[src/rtl/id_ex_stage.sv]
// id_ex_stage: decode-to-execute pipeline register with load-use bubble insertion, stall, flush
// and saturating bubble/flush counters.
module id_ex_stage #(
    parameter int DATA_W = 16,
    parameter int RA_W   = 3,
    parameter int PC_W   = 16,
    parameter int CNT_W  = 16
) (
    input  logic              clk,
    input  logic              reset,
    input  logic              id_valid,
    input  logic [9:0]        id_ctrl,
    input  logic [PC_W-1:0]   id_pc,
    input  logic [DATA_W-1:0] id_rs_data,
    input  logic [DATA_W-1:0] id_rt_data,
    input  logic [DATA_W-1:0] id_imm,
    input  logic [RA_W-1:0]   id_rs_addr,
    input  logic [RA_W-1:0]   id_rt_addr,
    input  logic [RA_W-1:0]   id_rd_addr,
    input  logic              ex_stall,
    input  logic              flush,
    output logic              ex_valid,
    output logic [9:0]        ex_ctrl,
    output logic [PC_W-1:0]   ex_pc,
    output logic [DATA_W-1:0] ex_rs_data,
    output logic [DATA_W-1:0] ex_rt_data,
    output logic [DATA_W-1:0] ex_imm,
    output logic [RA_W-1:0]   ex_rs_addr,
    output logic [RA_W-1:0]   ex_rt_addr,
    output logic [RA_W-1:0]   ex_rd_addr,
    output logic              id_hold,
    output logic [CNT_W-1:0]  bubble_cnt,
    output logic [CNT_W-1:0]  flush_cnt
);
    logic ex_load, match, hazard, kill;
    assign ex_load = ex_valid & ex_ctrl[1] & ex_ctrl[0] & ~ex_ctrl[4];
    // register 0 is hardwired, so a zero destination can never create a dependency
    assign match   = (ex_rd_addr != '0) & ((id_rs_addr == ex_rd_addr) | (id_rt_addr == ex_rd_addr));
    assign hazard  = id_valid & ex_load & match & ~flush;
    assign id_hold = hazard | ex_stall;
    assign kill    = reset | flush | (~ex_stall & hazard);
    always_ff @(posedge clk) begin
        if (kill) begin
            ex_valid   <= 1'b0;
            ex_ctrl    <= '0;
            ex_pc      <= '0;
            ex_rs_data <= '0;
            ex_rt_data <= '0;
            ex_imm     <= '0;
            ex_rs_addr <= '0;
            ex_rt_addr <= '0;
            ex_rd_addr <= '0;
        end else if (!ex_stall) begin
            ex_valid   <= id_valid;
            ex_ctrl    <= id_valid ? id_ctrl : '0;
            ex_pc      <= id_pc;
            ex_rs_data <= id_rs_data;
            ex_rt_data <= id_rt_data;
            ex_imm     <= id_imm;
            ex_rs_addr <= id_rs_addr;
            ex_rt_addr <= id_rt_addr;
            ex_rd_addr <= id_rd_addr;
        end
    end
    always_ff @(posedge clk) begin
        if (reset) begin
            bubble_cnt <= '0;
            flush_cnt  <= '0;
        end else begin
            if (flush && id_valid && !(&flush_cnt))
                flush_cnt <= flush_cnt + CNT_W'(1);
            if (hazard && !ex_stall && !(&bubble_cnt))
                bubble_cnt <= bubble_cnt + CNT_W'(1);
        end
    end
endmodule

[config.mk]
export PLATFORM = sky130hd
export DESIGN_NAME = id_ex_stage
export DESIGN_NICKNAME = d
export VERILOG_FILES = /design/src/rtl/id_ex_stage.sv
export SDC_FILE = /design/constraint.sdc
export NUM_CORES = 1
export LEC_CHECK = 0
export CAP_MARGIN = 20
export CORE_MARGIN = 2
export CORE_UTILIZATION = 40
export CTS_CLUSTER_DIAMETER = 100
export DETAILED_ROUTE_END_ITERATION = 7
export HOLD_SLACK_MARGIN = 0.15
export PLACE_DENSITY_LB_ADDON = 0.1
export RECOVER_POWER = 100
export SETUP_SLACK_MARGIN = 0.02
export SLEW_MARGIN = 20
export SYNTH_ARGS = -nofsm -noshare
export SYNTH_HDL_FRONTEND = slang
export SYNTH_SLANG_ARGS = --single-unit
[constraint.sdc]
create_clock -name clk -period 2.9 [get_ports clk]
set_input_delay 0.435 -clock clk [delete_from_list [all_inputs] [get_ports clk]]
set_output_delay 0.435 -clock clk [all_outputs]
set_load 0.02 [all_outputs]
==> impl_metrics.env <==
export IMPL_status="finished clean"
export IMPL_crit_path_frequent_cell="clkdlybuf4s50_1"
export IMPL_syn_area_per_cell_um2=9.479
export IMPL_cp_max_fo=4
export IMPL_synth_cell_types=41
export IMPL_timing_final_ws_setup_ps=199.4
export IMPL_drtIter0Drc=269
export IMPL_min_to="ex_rt_data[12]"
export IMPL_cts_max_level=4
export IMPL_synth_top_cell_by_area="dfxtp_1"
export IMPL_skew_ps=7.373
export IMPL_globalplace_congestion=0.8247
export IMPL_numCtsBuffers=17
export IMPL_crit_buf_inv=2
export IMPL_n_fill_cell=928
export IMPL_worstHoldStart="ex_rt_data[12]"
export IMPL_ys_seq_area_frac=0.5041
export IMPL_grt_start_max_net_pins=86
export IMPL_seqCellArea_mm2=0.002322
export IMPL_cp_required_ps=2470
export IMPL_initial_core_util=0.4069
export IMPL_multi_input_area_mm2=0.002136
export IMPL_drv_cap=0
export IMPL_root_buffer="clkbuf_16"
export IMPL_p_total_mw=3.993
export IMPL_post_cts_setup_buffer_count=0
export IMPL_antenna_cells=0
export IMPL_syn2layout_area_growth_pct=59.34
export IMPL_synth_top_cell_area_share=0.5041
export IMPL_design_area_mm2=0.007341
export IMPL_core_area_mm2=0.01132
export IMPL_ys_seq_elements=116
export IMPL_cts_tree="yes"
export IMPL_drc=0
export IMPL_fin_setup_tns_ps=0
export IMPL_cts_hold_buf=0
export IMPL_wire_per_inst_um=15.14
export IMPL_place_hpwl_um=9023
export IMPL_pin_count=205
export IMPL_grt_pass1_vias=4174
export IMPL_setup_viol_count_final=0
export IMPL_cts_repair_resized=0
export IMPL_clock_latency_ps=420
export IMPL_tightest_slew_ps=876.8
export IMPL_die_h_um=111.3
export IMPL_max_slew_margin_rel=0.4143
export IMPL_port_buffer_count=204
export IMPL_path_clk_slew_ps=50
export IMPL_placementRows=39
export IMPL_vias_per_cell=5.024
export IMPL_cp_slowest_cell="clkdlybuf4s50_1"
export IMPL_rsz0062_at_grt="no"
export IMPL_ir_drop_mv=0.4690
export IMPL_cpPeakStageDelay_ps=650
export IMPL_pre_cts_slack_ps=192.9
export IMPL_wirelength_um=12760
export IMPL_fmax_mhz=370.3
export IMPL_drive_above_1_share=0.05429
export IMPL_cp_arrival_ps=2270
export IMPL_dpl_instance_area_mm2=0.006803
export IMPL_r2r_end="ex_rt_data[11]"
export IMPL_syn_inst=486
export IMPL_cts_sinks=116
export IMPL_synth_edf_count=0
export IMPL_syn_area_mm2=0.004607
export IMPL_synthTopCellsByArea="dfxtp_1 50%, mux2i_1 16%, nor2_1 8.9%, a21oi_1 1.6%, a22oi_1 1.6%"
export IMPL_fp_dieW_um=111.3
export IMPL_grt_antenna_before_repair=0
export IMPL_placed_cells=811
export IMPL_r2r_start="ex_rd_addr[2]"
export IMPL_syn_nets=576
export IMPL_nets=777
export IMPL_clock_path_buffers=2
export IMPL_hold_class="reg2reg"
export IMPL_path_delay_family="buffers and inverters"
export IMPL_grt_pass1_wl_um=20860
export IMPL_hold_viol=0
export IMPL_ys_flop_type="dfxtp_1"
export IMPL_fin_crit_sh=0.9312
export IMPL_rr_worst_depth=7
export IMPL_hold_depth=2
export IMPL_grt_overflow=0
export IMPL_power_static_leakage_nw=3.194
export IMPL_slew_violations=0
export IMPL_crit_path_start_kind="input pin"
export IMPL_dieArea_mm2=0.01239
export IMPL_ys_async_sr_fraction=0
export IMPL_crit_path_end_kind="output port"
export IMPL_ys_warnings_count=0
export IMPL_path_class="in2out"
export IMPL_path_cells="clkdlybuf4s50_1 -> nand4_1 -> nor4_1 -> o21ai_0 -> nand2_1 -> clkdlybuf4s50_1"
export IMPL_power_per_cell_area_mw_per_mm2=544.0
export IMPL_rrSetupSlack_ps=540
export IMPL_final_cell_count_no_fill=843
export IMPL_antenna_left=0
export IMPL_grt_usage=0.2112
export IMPL_vias=4235
export IMPL_period_minus_slack_ps=2701
export IMPL_firstDrtPassIters=4
-- stage by stage --
step	hold WS, ps	utilization
final	489.0	0.6484
after global routing	517.2	0.6484
after CTS	500.9	0.6492
after detailed placement	486.9	0.6009
after global placement	472.5	0.6009
after floorplan	571.0	-
-- worst register-to-register path, stage by stage (launching register included) --
cell      delay, ps
dfxtp_1         430
xor2_1          170
nor3_1           90
o211ai_1        170
clkbuf_2        450
nand2_1         510
buf_12          340
nor2_1          130
-- routing by layer --
metal / up-vias / wire (µm) / global-route usage
met5: - / 0 / 0
met4: 0 / 167 / 0.07407
li1: 2116 / - / -
met3: 16 / 1048 / 0.1061
met1: 1973 / 5222 / 0.2308
met2: 130 / 6325 / 0.3557
-- layout by cell type, fill, tap and decap left out, drive strengths merged, types with 2 or more instances in the layout --
cell type,netlist,layout
nand2,14,14
buf,17,6
nor4,6,6
a22oi,10,10
ha,2,2
dfxtp,116,116
clkinvlp,0,3
nor4b,2,2
o211ai,2,2
and3,4,4
dlygate4sd3,0,116
nor3b,2,2
inv,9,9
and2,2,2
nor2b,3,3
o31ai,8,8
nand4,10,10
o21ai,6,6
clkbuf,12,24
nor2,109,109
mux2i,74,74
nand3,9,9
nor3,11,11
or4,11,11
clkinv,0,6
a31oi,2,2
or3,2,2
and4,2,2
a21oi,15,15
xor2,8,8
clkdlybuf4s50,0,87
mux2,3,3
xnor2,7,7
-- synth_stat cells (7+ instances only) --
cell type / instances
xnor2_1: 7
clkbuf_1: 12
nand2_1: 14
o31ai_1: 8
nor3_1: 11
nand3_1: 8
nor2_1: 109
buf_1: 12
inv_1: 9
dfxtp_1: 116
nand4_1: 10
xor2_1: 8
a22oi_1: 10
or4_1: 10
a21oi_1: 15
mux2i_1: 74
-- flip-flops by register name, summed over array words and instances (netlist names) --
register / count
ex_rt_data: 16
ex_rs_addr: 3
flush_cnt: 16
bubble_cnt: 16
ex_rd_addr: 3
ex_rs_data: 16
ex_valid: 1
ex_pc: 16
ex_ctrl: 10
ex_imm: 16
ex_rt_addr: 3
-- worst max-delay path by stage --
stage                   from        endpoint  slack (ps)  cells past startpoint
2_1_floorplan  bubble_cnt[0]  bubble_cnt[14]         940                      5
3_3_place_gp        id_valid         id_hold         190                      6
3_5_place_dp        id_valid         id_hold         190                      6
4_1_cts             id_valid         id_hold         190                      6
5_1_grt             id_valid         id_hold          60                      6
6_report            id_valid         id_hold         200                      6
-- power breakdown --
part | internal, mW | switching (mW) | total [mW]
registers | 1.63 | 0.0208 | 1.65
logic | 0.221 | 0.179 | 0.400
clock network | 1.21 | 0.728 | 1.94
-- cells by family (layout without fill, tap and decap cells) --
family | Yosys count | in the layout | share of synthesized area
and+or+nand+nor | 190 | 190 | 0.1942
DFF | 116 | 116 | 0.5041
muxes | 77 | 77 | 0.1681
AOI/OAI and AO/OA | 48 | 48 | 0.06736
buffers and inverters | 38 | 252 | 0.03232
xor gates and xnor gates | 15 | 15 | 0.02852
adders and majority gates | 2 | 2 | 0.005431
-- layout make-up --
class                      instances  share of cell area
multi-input combinational        332              0.2909
inverter                           9            0.004602
tap                              143             0.02437
clock buffer                      22             0.06324
clock inverter                    10             0.01125
sequential                       116              0.3163
timing repair buffer             211              0.2892
Power figures use the tool's default switching activity.
